File: src/rtl/mem_ctrl.sv
// -----------------------------------------------------------------------------
// mem_ctrl
//
// Shares the single byte-wide main-memory port between instruction fetch (IF)
// and the load/store stage (MEM). Each granted request is turned into 1, 2 or 4
// byte-serial RAM accesses. Loads and fetches are assembled little-endian, and
// stores are split little-endian. The requester then gets a one-cycle ack.
// MEM has fixed priority over IF. An accepted transaction is never preempted.
// A taken jump (if_flush) aborts a fetch that is pending or in flight.
//
// Ports
//   clk_in, rst_n_in   clock, asynchronous active-low reset
//   rdy_in             global clock enable (the RAM uses the same enable)
//   if_req/if_addr     fetch request and address, held until if_ack
//   if_flush           abort the pending or in-flight fetch
//   if_ack/if_data     one-cycle completion pulse and fetched word
//   mem_req/mem_we     load/store request (held until mem_ack), 1 = store
//   mem_size           0 = byte, 1 = half, 2/3 = word
//   mem_addr/mem_wdata effective address and store data (low bytes used)
//   mem_ack/mem_rdata  one-cycle completion pulse and zero-extended load data
//   ram_a/ram_wr       RAM byte address and write strobe
//   ram_dout/ram_din   RAM write byte, and read byte (valid one cycle after ram_a)
// -----------------------------------------------------------------------------
module mem_ctrl #(
   parameter int ADDR_W = 32,
   parameter int LAT    = 1    // RAM read latency; only 1 is supported
) (
   input  logic              clk_in,
   input  logic              rst_n_in,
   input  logic              rdy_in,
   input  logic              if_req,
   input  logic [ADDR_W-1:0] if_addr,
   input  logic              if_flush,
   output logic              if_ack,
   output logic [31:0]       if_data,
   input  logic              mem_req,
   input  logic              mem_we,
   input  logic [1:0]        mem_size,
   input  logic [ADDR_W-1:0] mem_addr,
   input  logic [31:0]       mem_wdata,
   output logic              mem_ack,
   output logic [31:0]       mem_rdata,
   output logic [ADDR_W-1:0] ram_a,
   output logic              ram_wr,
   output logic [7:0]        ram_dout,
   input  logic [7:0]        ram_din
);

   localparam logic [2:0] LAT_C = 3'(LAT);

   typedef enum logic [1:0] {IDLE, RD, WR, DONE} state_e;

   // Number of bytes moved for a given access size. The reserved code is
   // treated as a full word.
   function automatic logic [2:0] size_bytes(input logic [1:0] sz);
      logic [2:0] n;
      case (sz)
         2'd0:    n = 3'd1;
         2'd1:    n = 3'd2;
         default: n = 3'd4;
      endcase
      return n;
   endfunction

   // Select byte idx of a little-endian word.
   function automatic logic [7:0] get_byte(input logic [31:0] w, input logic [2:0] idx);
      logic [7:0] b;
      case (idx)
         3'd0:    b = w[7:0];
         3'd1:    b = w[15:8];
         3'd2:    b = w[23:16];
         3'd3:    b = w[31:24];
         default: b = 8'h00;
      endcase
      return b;
   endfunction

   // Replace byte idx of a little-endian word.
   function automatic logic [31:0] put_byte(input logic [31:0] w, input logic [2:0] idx,
                                            input logic [7:0] b);
      logic [31:0] r;
      r = w;
      case (idx)
         3'd0:    r[7:0]   = b;
         3'd1:    r[15:8]  = b;
         3'd2:    r[23:16] = b;
         3'd3:    r[31:24] = b;
         default: r = w;
      endcase
      return r;
   endfunction

   // Control and output registers (asynchronously reset)
   state_e            state_q, state_d;
   logic [2:0]        cnt_q, cnt_d;
   logic [2:0]        n_q, n_d;
   logic              is_if_q, is_if_d;
   logic              we_q, we_d;
   logic [ADDR_W-1:0] ram_a_q, ram_a_d;
   logic              ram_wr_q, ram_wr_d;
   logic [7:0]        ram_dout_q, ram_dout_d;
   logic              if_ack_q, if_ack_d;
   logic [31:0]       if_data_q, if_data_d;
   logic              mem_ack_q, mem_ack_d;
   logic [31:0]       mem_rdata_q, mem_rdata_d;

   // Operand and assembly registers (no reset; loaded on grant)
   logic [ADDR_W-1:0] base_q, base_d;
   logic [31:0]       wdata_q, wdata_d;
   logic [31:0]       buf_q, buf_d;

   logic [2:0]        nxt_cnt;
   logic [2:0]        cap_idx;
   logic [2:0]        rd_last;
   logic [ADDR_W-1:0] nxt_addr;

   assign nxt_cnt  = cnt_q + 3'd1;
   // The byte on ram_din belongs to the address issued LAT cycles earlier.
   assign cap_idx  = cnt_q - LAT_C;
   assign rd_last  = n_q + LAT_C - 3'd1;
   assign nxt_addr = base_q + {{(ADDR_W-3){1'b0}}, nxt_cnt};

   always_comb begin
      state_d     = state_q;
      cnt_d       = cnt_q;
      n_d         = n_q;
      is_if_d     = is_if_q;
      we_d        = we_q;
      ram_a_d     = '0;
      ram_wr_d    = 1'b0;
      ram_dout_d  = 8'h00;
      if_ack_d    = 1'b0;
      if_data_d   = if_data_q;
      mem_ack_d   = 1'b0;
      mem_rdata_d = mem_rdata_q;
      base_d      = base_q;
      wdata_d     = wdata_q;
      buf_d       = buf_q;

      case (state_q)
         IDLE: begin
            // The ack cycle itself is not arbitrated. A requester may still
            // hold req while its ack is high, and that must not start a
            // second transaction.
            if (!(if_ack_q || mem_ack_q)) begin
               if (mem_req) begin
                  base_d  = mem_addr;
                  wdata_d = mem_wdata;
                  n_d     = size_bytes(mem_size);
                  is_if_d = 1'b0;
                  we_d    = mem_we;
                  cnt_d   = 3'd0;
                  buf_d   = 32'h0;
                  ram_a_d = mem_addr;
                  if (mem_we) begin
                     state_d    = WR;
                     ram_wr_d   = 1'b1;
                     ram_dout_d = mem_wdata[7:0];
                  end else begin
                     state_d = RD;
                  end
               end else if (if_req && !if_flush) begin
                  base_d  = if_addr;
                  n_d     = 3'd4;
                  is_if_d = 1'b1;
                  we_d    = 1'b0;
                  cnt_d   = 3'd0;
                  buf_d   = 32'h0;
                  ram_a_d = if_addr;
                  state_d = RD;
               end
            end
         end

         RD: begin
            if (is_if_q && if_flush) begin
               state_d = IDLE;
               cnt_d   = 3'd0;
            end else begin
               if (cnt_q >= LAT_C)
                  buf_d = put_byte(buf_q, cap_idx, ram_din);
               if (cnt_q == rd_last) begin
                  state_d = DONE;
                  cnt_d   = 3'd0;
               end else begin
                  cnt_d = nxt_cnt;
                  if (nxt_cnt < n_q)
                     ram_a_d = nxt_addr;
               end
            end
         end

         WR: begin
            if (cnt_q == n_q - 3'd1) begin
               state_d = DONE;
               cnt_d   = 3'd0;
            end else begin
               cnt_d      = nxt_cnt;
               ram_a_d    = nxt_addr;
               ram_wr_d   = 1'b1;
               ram_dout_d = get_byte(wdata_q, nxt_cnt);
            end
         end

         DONE: begin
            state_d = IDLE;
            if (is_if_q) begin
               // A jump that arrives while the word is complete still
               // cancels the fetch.
               if (!if_flush) begin
                  if_ack_d  = 1'b1;
                  if_data_d = buf_q;
               end
            end else begin
               mem_ack_d = 1'b1;
               if (!we_q)
                  mem_rdata_d = buf_q;
            end
         end

         default: state_d = IDLE;
      endcase
   end

   always_ff @(posedge clk_in or negedge rst_n_in) begin
      if (!rst_n_in) begin
         state_q     <= IDLE;
         cnt_q       <= 3'd0;
         n_q         <= 3'd0;
         is_if_q     <= 1'b0;
         we_q        <= 1'b0;
         ram_a_q     <= '0;
         ram_wr_q    <= 1'b0;
         ram_dout_q  <= 8'h00;
         if_ack_q    <= 1'b0;
         if_data_q   <= 32'h0;
         mem_ack_q   <= 1'b0;
         mem_rdata_q <= 32'h0;
      end else if (rdy_in) begin
         state_q     <= state_d;
         cnt_q       <= cnt_d;
         n_q         <= n_d;
         is_if_q     <= is_if_d;
         we_q        <= we_d;
         ram_a_q     <= ram_a_d;
         ram_wr_q    <= ram_wr_d;
         ram_dout_q  <= ram_dout_d;
         if_ack_q    <= if_ack_d;
         if_data_q   <= if_data_d;
         mem_ack_q   <= mem_ack_d;
         mem_rdata_q <= mem_rdata_d;
      end
   end

   always_ff @(posedge clk_in) begin
      if (rdy_in) begin
         base_q  <= base_d;
         wdata_q <= wdata_d;
         buf_q   <= buf_d;
      end
   end

   assign if_ack    = if_ack_q;
   assign if_data   = if_data_q;
   assign mem_ack   = mem_ack_q;
   assign mem_rdata = mem_rdata_q;
   assign ram_a     = ram_a_q;
   assign ram_wr    = ram_wr_q;
   assign ram_dout  = ram_dout_q;

endmodule

File: config.mk
export PLATFORM = sky130hd
export DESIGN_NAME = mem_ctrl
export DESIGN_NICKNAME = d
export VERILOG_FILES = /design/src/rtl/mem_ctrl.sv
export SDC_FILE = /design/constraint.sdc
export NUM_CORES = 1
export LEC_CHECK = 0
export CAP_MARGIN = 0
export CORE_AREA = 4 4 172 174
export CTS_BUF_LIST = sky130_fd_sc_hd__clkbuf_8
export DETAILED_ROUTE_END_ITERATION = 12
export DIE_AREA = 0 0 176 178
export PLACE_DENSITY_LB_ADDON = 0.08
export SYNTH_ARGS = -nofsm -noshare
export SYNTH_HDL_FRONTEND = slang
export SYNTH_SLANG_ARGS = --single-unit
File: constraint.sdc
create_clock -name clk_in -period 4.8 [get_ports clk_in]
set_input_delay 0.96 -clock clk_in [delete_from_list [all_inputs] [get_ports clk_in]]
set_output_delay 0.96 -clock clk_in [all_outputs]
set_load 0.02 [all_outputs]
# --- Word level (Yosys, flattened, before mapping) ---
# Index checks and enable logic that the tools add are counted.
classes:
  addsub: 6
  bitwise: 4
  muxes: 58
  n_reduce_logical: 21
  n_eq_ne: 22
  order_cmp: 2
ops:
  columns: ["cell", "count"]
  rows:
  - ["two-way mux 32 bit", 14]
  - ["one-hot mux 32 bit (3 select lines)", 1]
  - ["two-way mux 8 bit", 8]
  - ["one-hot mux 32 bit (2 select lines)", 1]
  - ["adder 32 x 3 -> 32 bit", 1]
  - ["one-hot mux 8 bit (4 select lines)", 1]
  - ["AND reduction 7 bit", 4]
  - ["two-way mux 3 bit", 8]
  - ["AND reduction 4 bit", 5]
  - ["one-hot mux 8 bit (2 select lines)", 1]
  - ["two-way mux 2 bit", 7]
  - ["two-way mux 1 bit", 13]
  - ["equality test 3 x 2 -> 1 bit (second input constant)", 4]
  - ["one-hot mux 3 bit (3 select lines)", 1]
  - ["subtractor 3 x 1 -> 3 bit (second input constant)", 3]
  - ["inequality test 2 x 1 -> 1 bit (second input constant)", 4]
  - ["inequality test 2 bit (second input constant)", 4]
  - ["one-hot mux 2 bit (4 select lines)", 1]
  - ["adder 3 x 1 -> 3 bit (second input constant)", 2]
  - ["equality test 3 x 1 -> 1 bit (second input constant)", 2]
  - ["equality test 3 bit", 2]
  - ["logical NOT 3 bit", 2]
  - ["inequality test 3 bit (second input constant)", 2]
  - ["one-hot mux 3 bit (2 select lines)", 1]
  - ["other kinds (13)", 21]
word_totals:
  input_bits: 113
  register_bits: 213
  wordCells: 131
  output_inout_bits: 107

# --- Longest topological paths before layout ---
# Gate-level depths: netlist (run 1).
depth:
  word_depth: 6
  ltp_mapped: 10
  depth_no_buf: 9

# --- Worst setup path after synthesis (run 1) ---
# No wires, ideal clock.
synth_timing:
  path_type: "input port to flip-flop"
  startpoint: "in mem_req"
  endpoint: "reg wdata_q[0] (enable)"
  arrival_ns: 2.568
  path_buffers: 3
  setup_ns: 0.387
  setup_slack_ns: 1.845
  path_stages: 5
  path_cell_list: "clkbuf_1 clkbuf_1 buf_1 nand3_1 inv_1"
synth_via:
  elab_chain_cells: 1
synth_lines:
  columns: ["item", "line_no", "rtl"]
  rows:
  - ["start: declaration", "36", "input logic mem_req,"]
  - ["AND reduction 4 bit (no line)", null, null]
  - ["end signal: assignment", "258", "wdata_q <= wdata_d;"]
  - ["end: declaration", "109", "logic [31:0] wdata_q, wdata_d;"]
# No other way between the ends.
# A chain may end at the register's enable or synchronous reset.

# --- Worst setup path in the final report (run 1) ---
layout_timing:
  startpoint: "reg cnt_q[1]"
  endpoint: "reg ram_a_q[29] (netlist: ram_a[29])"
layout_via:
  elab_chain_cells: 6
  word_cells_on_any_way: 10
  classes_between: "add/sub (2); order compare (1); eq/ne (2); mux (5)"
layout_lines:
  columns: ["item", "line_no", "rtl"]
  rows:
  - ["start: declaration", "95", "logic [2:0] cnt_q, cnt_d;"]
  - ["start signal: assignment", "241", "cnt_q <= cnt_d;"]
  - ["adder 3 x 1 -> 3 bit", "117", "assign nxt_cnt = cnt_q + 3'd1;"]
  - ["adder 32 x 3 -> 32 bit / less-than comparator 3 bit (equally long branches)", "121, 187", null]
  - ["two-way mux 32 bit", "187", "if (nxt_cnt < n_q)"]
  - ["two-way mux 32 bit", "182", "if (cnt_q == rd_last) begin"]
  - ["two-way mux 32 bit", "176", "if (is_if_q && if_flush) begin"]
  - ["one-hot mux 32 bit (3 select lines) (*)", "140", "case (state_q)"]
  - ["end signal: assignment", "245", "ram_a_q <= ram_a_d;"]
  - ["end: declaration", "99", "logic [ADDR_W-1:0] ram_a_q, ram_a_d;"]
# Mark *: on every way between the ends. The rest lies on a longest branch, timed or not.

==> run_results.csv, run 1 <==
group,metric,value,unit
status,outcome,"finished clean",
clocking,path_clk_slew,0.06,ns
finish,fill_cells,2609,
global_routing,antenna_found_initial,0,
sta,clock_skew,0.03049,ns
sta,fin_crit_sh,0.6337,
die,fp.dieH,178,um
worst_setup_path,crit_start,"cnt_q[1]",
worst_setup_path,critPathKind,"flop to flop",
pwr,combPwrFrac,0.385,
synth,syn_area,9672,um^2
global_routing,grt_max_degree,118,
worst_setup_path,worst_ep_required_time,5.22,ns
clocking,h-tree-depth,2,
synth,synthTopCellsByCount,"117 x dfrtp_1, 96 x edfxtp_1, 79 x nand2_1, 76 x mux2_2, 56 x inv_1",
clocking,cts_tree,"built",
worst_setup_path,r2r_setup_slack,1.76,ns
synth,avgSynthCellArea,12.66,um^2
die,boundaryPins,220,
finish,syn2layout_area_growth,34.80,%
synth,yosysMostFrequentCell,"dfrtp_1",
sta,final-hold-violation-count,0,
sta,rsz0062_at_grt,"false",
placed_design,dp_hpwl,18760,um
worst_setup_path,cp_max_fo,7,
pwr,p_sw_frac,0.3536,
clocking,cts_setup_buffers,0,
die,rows,61,
placed_design,placedCellCount,1335,
pwr,netSwitchingPower,2658,uW
die,start_util,0.3481,
synth,synthTopCellsByArea,"dfrtp_1 30%, edfxtp_1 30%, mux2_2 8.8%",
worst_setup_path,critical_path.endpoint,"ram_a[29]",
placed_design,gp_congestion,0.7904,
job,maxCapViolations,0,
detailed_routing,post-route-drc-count,0,
detailed_routing,ant_nets,0,
global_routing,overflow,0,
die,core,27780,um^2
die,die_w,176,um
finish,antennaDiodeCount,0,
clocking,cts_buffer_depth,3,
pwr,seqPwrFrac,0.390,
synth,ys_warn_count,0,
synth,ys.flop_type,"dfrtp_1",
sta,hold_slack,0.5034,ns
synth,synth_seq_cells,213,
pwr,p_per_area,576.6,nW/um^2
synth,synth_edf_count,96,
clocking,clockRootBuffer,"clkbuf_8",
clocking,ctsResizeCount,0,
finish,layout-drive-gt1-share,0.1594,
synth,synth.top_cell.area_share,0.3027,
worst_setup_path,cp.arrival,3.46,ns
pwr,peakVddDrop,0.1684,mV
placed_design,placed_area,12260,um^2
global_routing,grt_pass1_wl,42630,um
detailed_routing,wl_per_cell,19.28,um
die,dieArea,31330,um^2
hold_path,min_path_type,"flop to flop",
sta,max_freq,0.3288,GHz
clocking,clkSinkCount,213,
synth,ys_seq_area_frac,0.6008,
synth,synth_nets,897,
worst_setup_path,r2r_start,"cnt_q[1]",
hold_path,whs_path_depth,1,
clocking,cts_hold_buf,0,
detailed_routing,vias,6971,
pwr,clock_power_share,0.225,
worst_setup_path,ff2ff_path_depth,9,
finish,fin_cells,1407,
hold_path,hp-start,"buf_q[11]",
sta,relSlewSlack,0.3672,
synth,synth_area_leader_cell,"dfrtp_1",
worst_setup_path,critPathLaunchType,"flop",
finish,final_design_area_no_fill,13040,um^2
worst_setup_path,timing.rr.end,"ram_a[29]",
sta,finalSetupTns,0,ns
worst_setup_path,end_kind,"flop",
detailed_routing,finalWirelength,27130,um
sta,maxSlewViolCount,0,
sta,worst_pin_slew,0.9406,ns
detailed_routing,via_per_inst,4.955,
global_routing,first_global_vias,7525,
sta,min_period,3.042,ns
finish,fin_nets,1131,
sta,finalSetupViolCount,0,
pwr,power.internal,4859,uW
detailed_routing,first_iter_violations,385,
clocking,cts_buffers,39,
global_routing,grt_usage,0.1731,
synth,synth_cell_types,65,
synth,async_flop_share,0.5493,
pwr,power.leakage,0.005182,uW
placed_design,numPortBuffers,219,
clocking,clk-insertion-delay-late,0.54,ns
synth,syn_inst,764,
detailed_routing,dr.pass1.iters,4,
-- area by class of cell --
cell class / count / area [um^2] / share of cell area
multi-input cells: 456 / 3472 / 0.2663
repair buffers: 231 / 2287 / 0.1754
inverters: 57 / 214.0 / 0.01641
flip-flops and latches: 213 / 5811 / 0.4457
well taps: 378 / 473.0 / 0.03628
clock buffers: 47 / 646.9 / 0.04962
clock inverters: 25 / 133.9 / 0.01027
-- per-stage QoR --
stage               setup WS (ns)    util  total power, uW
global placement            1.453  0.4412             5893
detailed placement          1.372  0.4412             5902
CTS                         1.711  0.4693             7649
global route                1.533  0.4693             7990
floorplan                   1.845       -             4490
finish                      1.758  0.4693             7518
-- power by group through the flow --
stage | Sequential [uW] | Clock, uW | Combinational [uW]
after floorplan | 3330 | 0 | 1160
after global placement | 2980 | 0 | 2910
after detailed placement | 2960 | 0 | 2940
after CTS | 2940 | 1760 | 2950
after global routing | 3010 | 1850 | 3130
final | 2930 | 1690 | 2890
-- worst min-delay path by stage --
stage	to
global placement	if_data[2]
floorplan	we_q
CTS	if_data[2]
detailed placement	if_data[2]
global route	mem_rdata[14]
finish	mem_rdata[11]
-- layout by cell type (no fill, tap or decap), types with 4 or more instances in the layout --
master and n:
buf_4 12, clkbuf_8 47, o221ai_1 26, clkdlybuf4s50_1 217
a22oi_1 26, a221o_1 8, nand4_1 24, xnor2_1 16
nand2_1 79, a21oi_1 15, and2_1 10, clkinv_2 4
and3_1 6, a31o_2 5, nor2b_1 7, nor2_1 17
xor2_1 15, nor4_1 4, clkinv_1 7, edfxtp_1 96
o22ai_1 5, inv_1 68, nand3_1 13, a21boi_0 9
nor3_1 5, dfrtp_1 117, mux2_2 76, o21ai_0 26
ha_1 19, a31oi_1 4
-- sequential cells by signal (all words and copies together) (netlist names), 2 cells and up --
signal     count
base_q        32
buf_q         32
if_data       32
mem_rdata     32
ram_a         32
wdata_q       32
ram_dout       8
cnt_q          3
n_q            3
state_q        2
-- kinds of logic after synthesis --
kind of cell / share of synthesized area
and+or+nand+nor: 0.09508
buffers and inverters: 0.04166
adders and majority gates: 0.02665
AOI/OAI and AO/OA: 0.1149
muxes: 0.09056
xor gates and xnor gates: 0.03040
DFF: 0.6008
-- critical path, stage by stage, from the launching register on --
cell and delay [ns]:
dfrtp_1 0.49, ha_1 0.24, xnor2_1 0.17, inv_1 0.16
ha_1 0.37, nand3_1 0.19, a211oi_2 0.65, nand3_1 0.28
o31ai_1 0.28, a21oi_1 0.09
-- layer usage --
| layer | global-route usage | vias up | wire (um) |
|---|---|---|---|
| met2 | 0.2919 | 230 | 13010 |
| li1 | - | 3289 | - |
| met5 | 0 | - | 0 |
| met1 | 0.2265 | 3414 | 11950 |
| met4 | 0.04159 | 0 | 483 |
| met3 | 0.04260 | 38 | 1690 |
(Power assumes the default switching activity.)
==> inputs of run 2 (changes only) <==
==> constraint.sdc (replaced) <==
create_clock -name clk_in -period 2.8 [get_ports clk_in]
set_input_delay 0.56 -clock clk_in [delete_from_list [all_inputs] [get_ports clk_in]]
set_output_delay 0.56 -clock clk_in [all_outputs]
set_load 0.02 [all_outputs]
==> run 2 against run 1 <==
  * First-iteration DRC count rose by 15%
  * Total power up 73%
  * Via count grew 0.93%
  * Sequential power up 71%
  * Maximum frequency rose by 19%
  * Wire length is 1.4% higher
  * Die area is the same
==> run_results.csv, run 2 (same netlist as run 1, synthesis figures left out) <==
group,metric,value,unit
sta,worst_pin_slew,0.8477,ns
worst_setup_path,worst_ep_required_time,3.18,ns
sta,clock_skew,0.01711,ns
worst_setup_path,crit_slowest_cell,"dfrtp_1",
status,outcome,"finished clean",
die,die_w,176,um
clocking,cts_buffers,40,
clocking,cts_tree,"built",
worst_setup_path,end_kind,"flop",
placed_design,dp_hpwl,19510,um
detailed_routing,wl_per_cell,19.15,um
clocking,cts_buffer_depth,3,
sta,rsz0062_at_grt,"false",
global_routing,met3_usage,0.03646,
placed_design,numPortBuffers,219,
sta,maxSlewViolCount,0,
pwr,power.leakage,0.005357,uW
pwr,p_per_area,977.2,nW/um^2
pwr,peakVddDrop,0.3743,mV
detailed_routing,ant_nets,0,
sta,hold_slack,0.02770,ns
sta,min_period,2.556,ns
detailed_routing,vias,7036,
sta,final-hold-violation-count,0,
placed_design,gp_congestion,0.8350,
finish,most-common-layout-cells,"217 x clkdlybuf4s50_1, 116 x dfrtp_1, 96 x edfxtp_1, 79 x nand2_1",
global_routing,use_met2,0.2953,
detailed_routing,post-route-drc-count,0,
worst_setup_path,critPathKind,"flop to flop",
global_routing,grt_pass1_wl,42230,um
worst_setup_path,cp.arrival,2.94,ns
clocking,path_clk_slew,0.06,ns
sta,fin_crit_sh,0.9127,
finish,antennaDiodeCount,0,
clocking,clockRootBuffer,"clkbuf_8",
global_routing,first_global_vias,7330,
finish,fin_nets,1159,
die,boundaryPins,220,
worst_setup_path,cp_max_fo,6,
sta,max_freq,0.3913,GHz
die,rows,61,
global_routing,grt_max_degree,65,
sta,layout_setup_ws,0.2443,ns
placed_design,post-place-ws,-0.03143,ns
worst_setup_path,crit_chain,"ha_1, xnor2_1, inv_1, ha_4, nand3_2, a2111oi_4, buf_4, nand4_1, xor2_1, o221ai_1",
job,maxCapViolations,0,
finish,fill_cells,2597,
die,core,27780,um^2
clocking,clkSinkCount,213,
detailed_routing,via_per_inst,4.900,
clocking,clk-insertion-delay-late,0.52,ns
finish,layout-drive-gt1-share,0.1853,
hold_path,min_path_type,"input port to async pin",
global_routing,grt-busiest-layer,"met2",
detailed_routing,finalWirelength,27500,um
sta,finalSetupTns,0,ns
detailed_routing,first_iter_violations,441,
global_routing,grt_usage,0.1721,
global_routing,grt_use_met1,0.2274,
die,dieArea,31330,um^2
worst_setup_path,r2r_setup_slack,0.24,ns
global_routing,overflow,0,
finish,final_common_cell,"clkdlybuf4s50_1",
sta,finalSetupViolCount,0,
worst_setup_path,slowest_delay,0.43,ns
die,fp.dieH,178,um
finish,postLayoutCoreUtil,0.4790,
detailed_routing,dr.pass1.iters,4,
worst_setup_path,critPathLaunchType,"flop",
global_routing,antenna_found_initial,0,
clocking,h-tree-depth,2,
finish,syn2layout_area_growth,37.59,%
die,start_util,0.3481,
sta,relSlewSlack,0.4328,
## run 2: changes by cell type in the layout (fill, tap and decap cells not counted), sizes merged
cell / delta
inv: +7
clkinv: -5
bufinv: -1
buf: +27
clkinvlp: +1
## run 2: cell type report
type	count	area (um^2)	area share
sequential	213	5812	0.4367
clock buffer	47	646.9	0.04861
inverter	57	214.0	0.01608
timing repair buffer	258	2540	0.1909
multi-input combinational	456	3507	0.2635
tap	378	473.0	0.03554
clock inverter	27	115.1	0.008650
## run 2: path summary, 6_finish.rpt
check	from	endpoint	cells after the start
worst max register to register	cnt_q[0]	ram_a[23]	10
worst min register to register	we_q	we_q	1
min in group clk_in	mem_req	n_q[0]	3
max in group asynchronous	rst_n_in	if_data[9]	2
worst min-delay path	rst_n_in	ram_dout[2]	1
worst max-delay path	cnt_q[0]	ram_a[23]	10
## run 2: stage by stage
stage / total power, uW / instance area [um^2] / std cells
after detailed placement: 10300 / 12480 / 1358
after floorplan: 7697 / 9672 / 764
after CTS: 13220 / 13250 / 1432
after global placement: 10270 / 12480 / 1358
final: 13000 / 13310 / 1436
after global routing: 13790 / 13310 / 1436
## run 2: worst max-delay path: cells and delay by family (launching register included)
kind,cells,cell delay [ns]
DFF,1,0.43
adders and majority gates,2,0.57
and+or+nand+nor,2,0.24
xor gates and xnor gates,2,0.34
buffers and inverters,2,0.37
AOI/OAI and AO/OA,2,0.47
## run 2: layer usage
| metal | part of all wire | vias up |
|---|---|---|
| li1 | - | 3345 |
| met1 | 0.44 | 3430 |
| met2 | 0.49 | 224 |
| met3 | 0.056 | 37 |
| met4 | 0.015 | 0 |
| met5 | 0 | - |
## run 2: power breakdown
| part | leakage (uW) | switching [uW] | internal (uW) |
|---|---|---|---|
| sequential | 0.00239 | 657 | 4360 |
| clock | 0.000464 | 1280 | 1530 |
| combinational | 0.00250 | 2680 | 2500 |
| total | 0.00536 | 4610 | 8390 |
## run 2: what timing repair did
action                                  CTS  global route
setup buffers                             0             4
endpoints found under the setup margin    3            14
resized for setup                         1             5
pin swaps                                 0             2
hold endpoints to repair                  0             0
hold buffers                              0             0
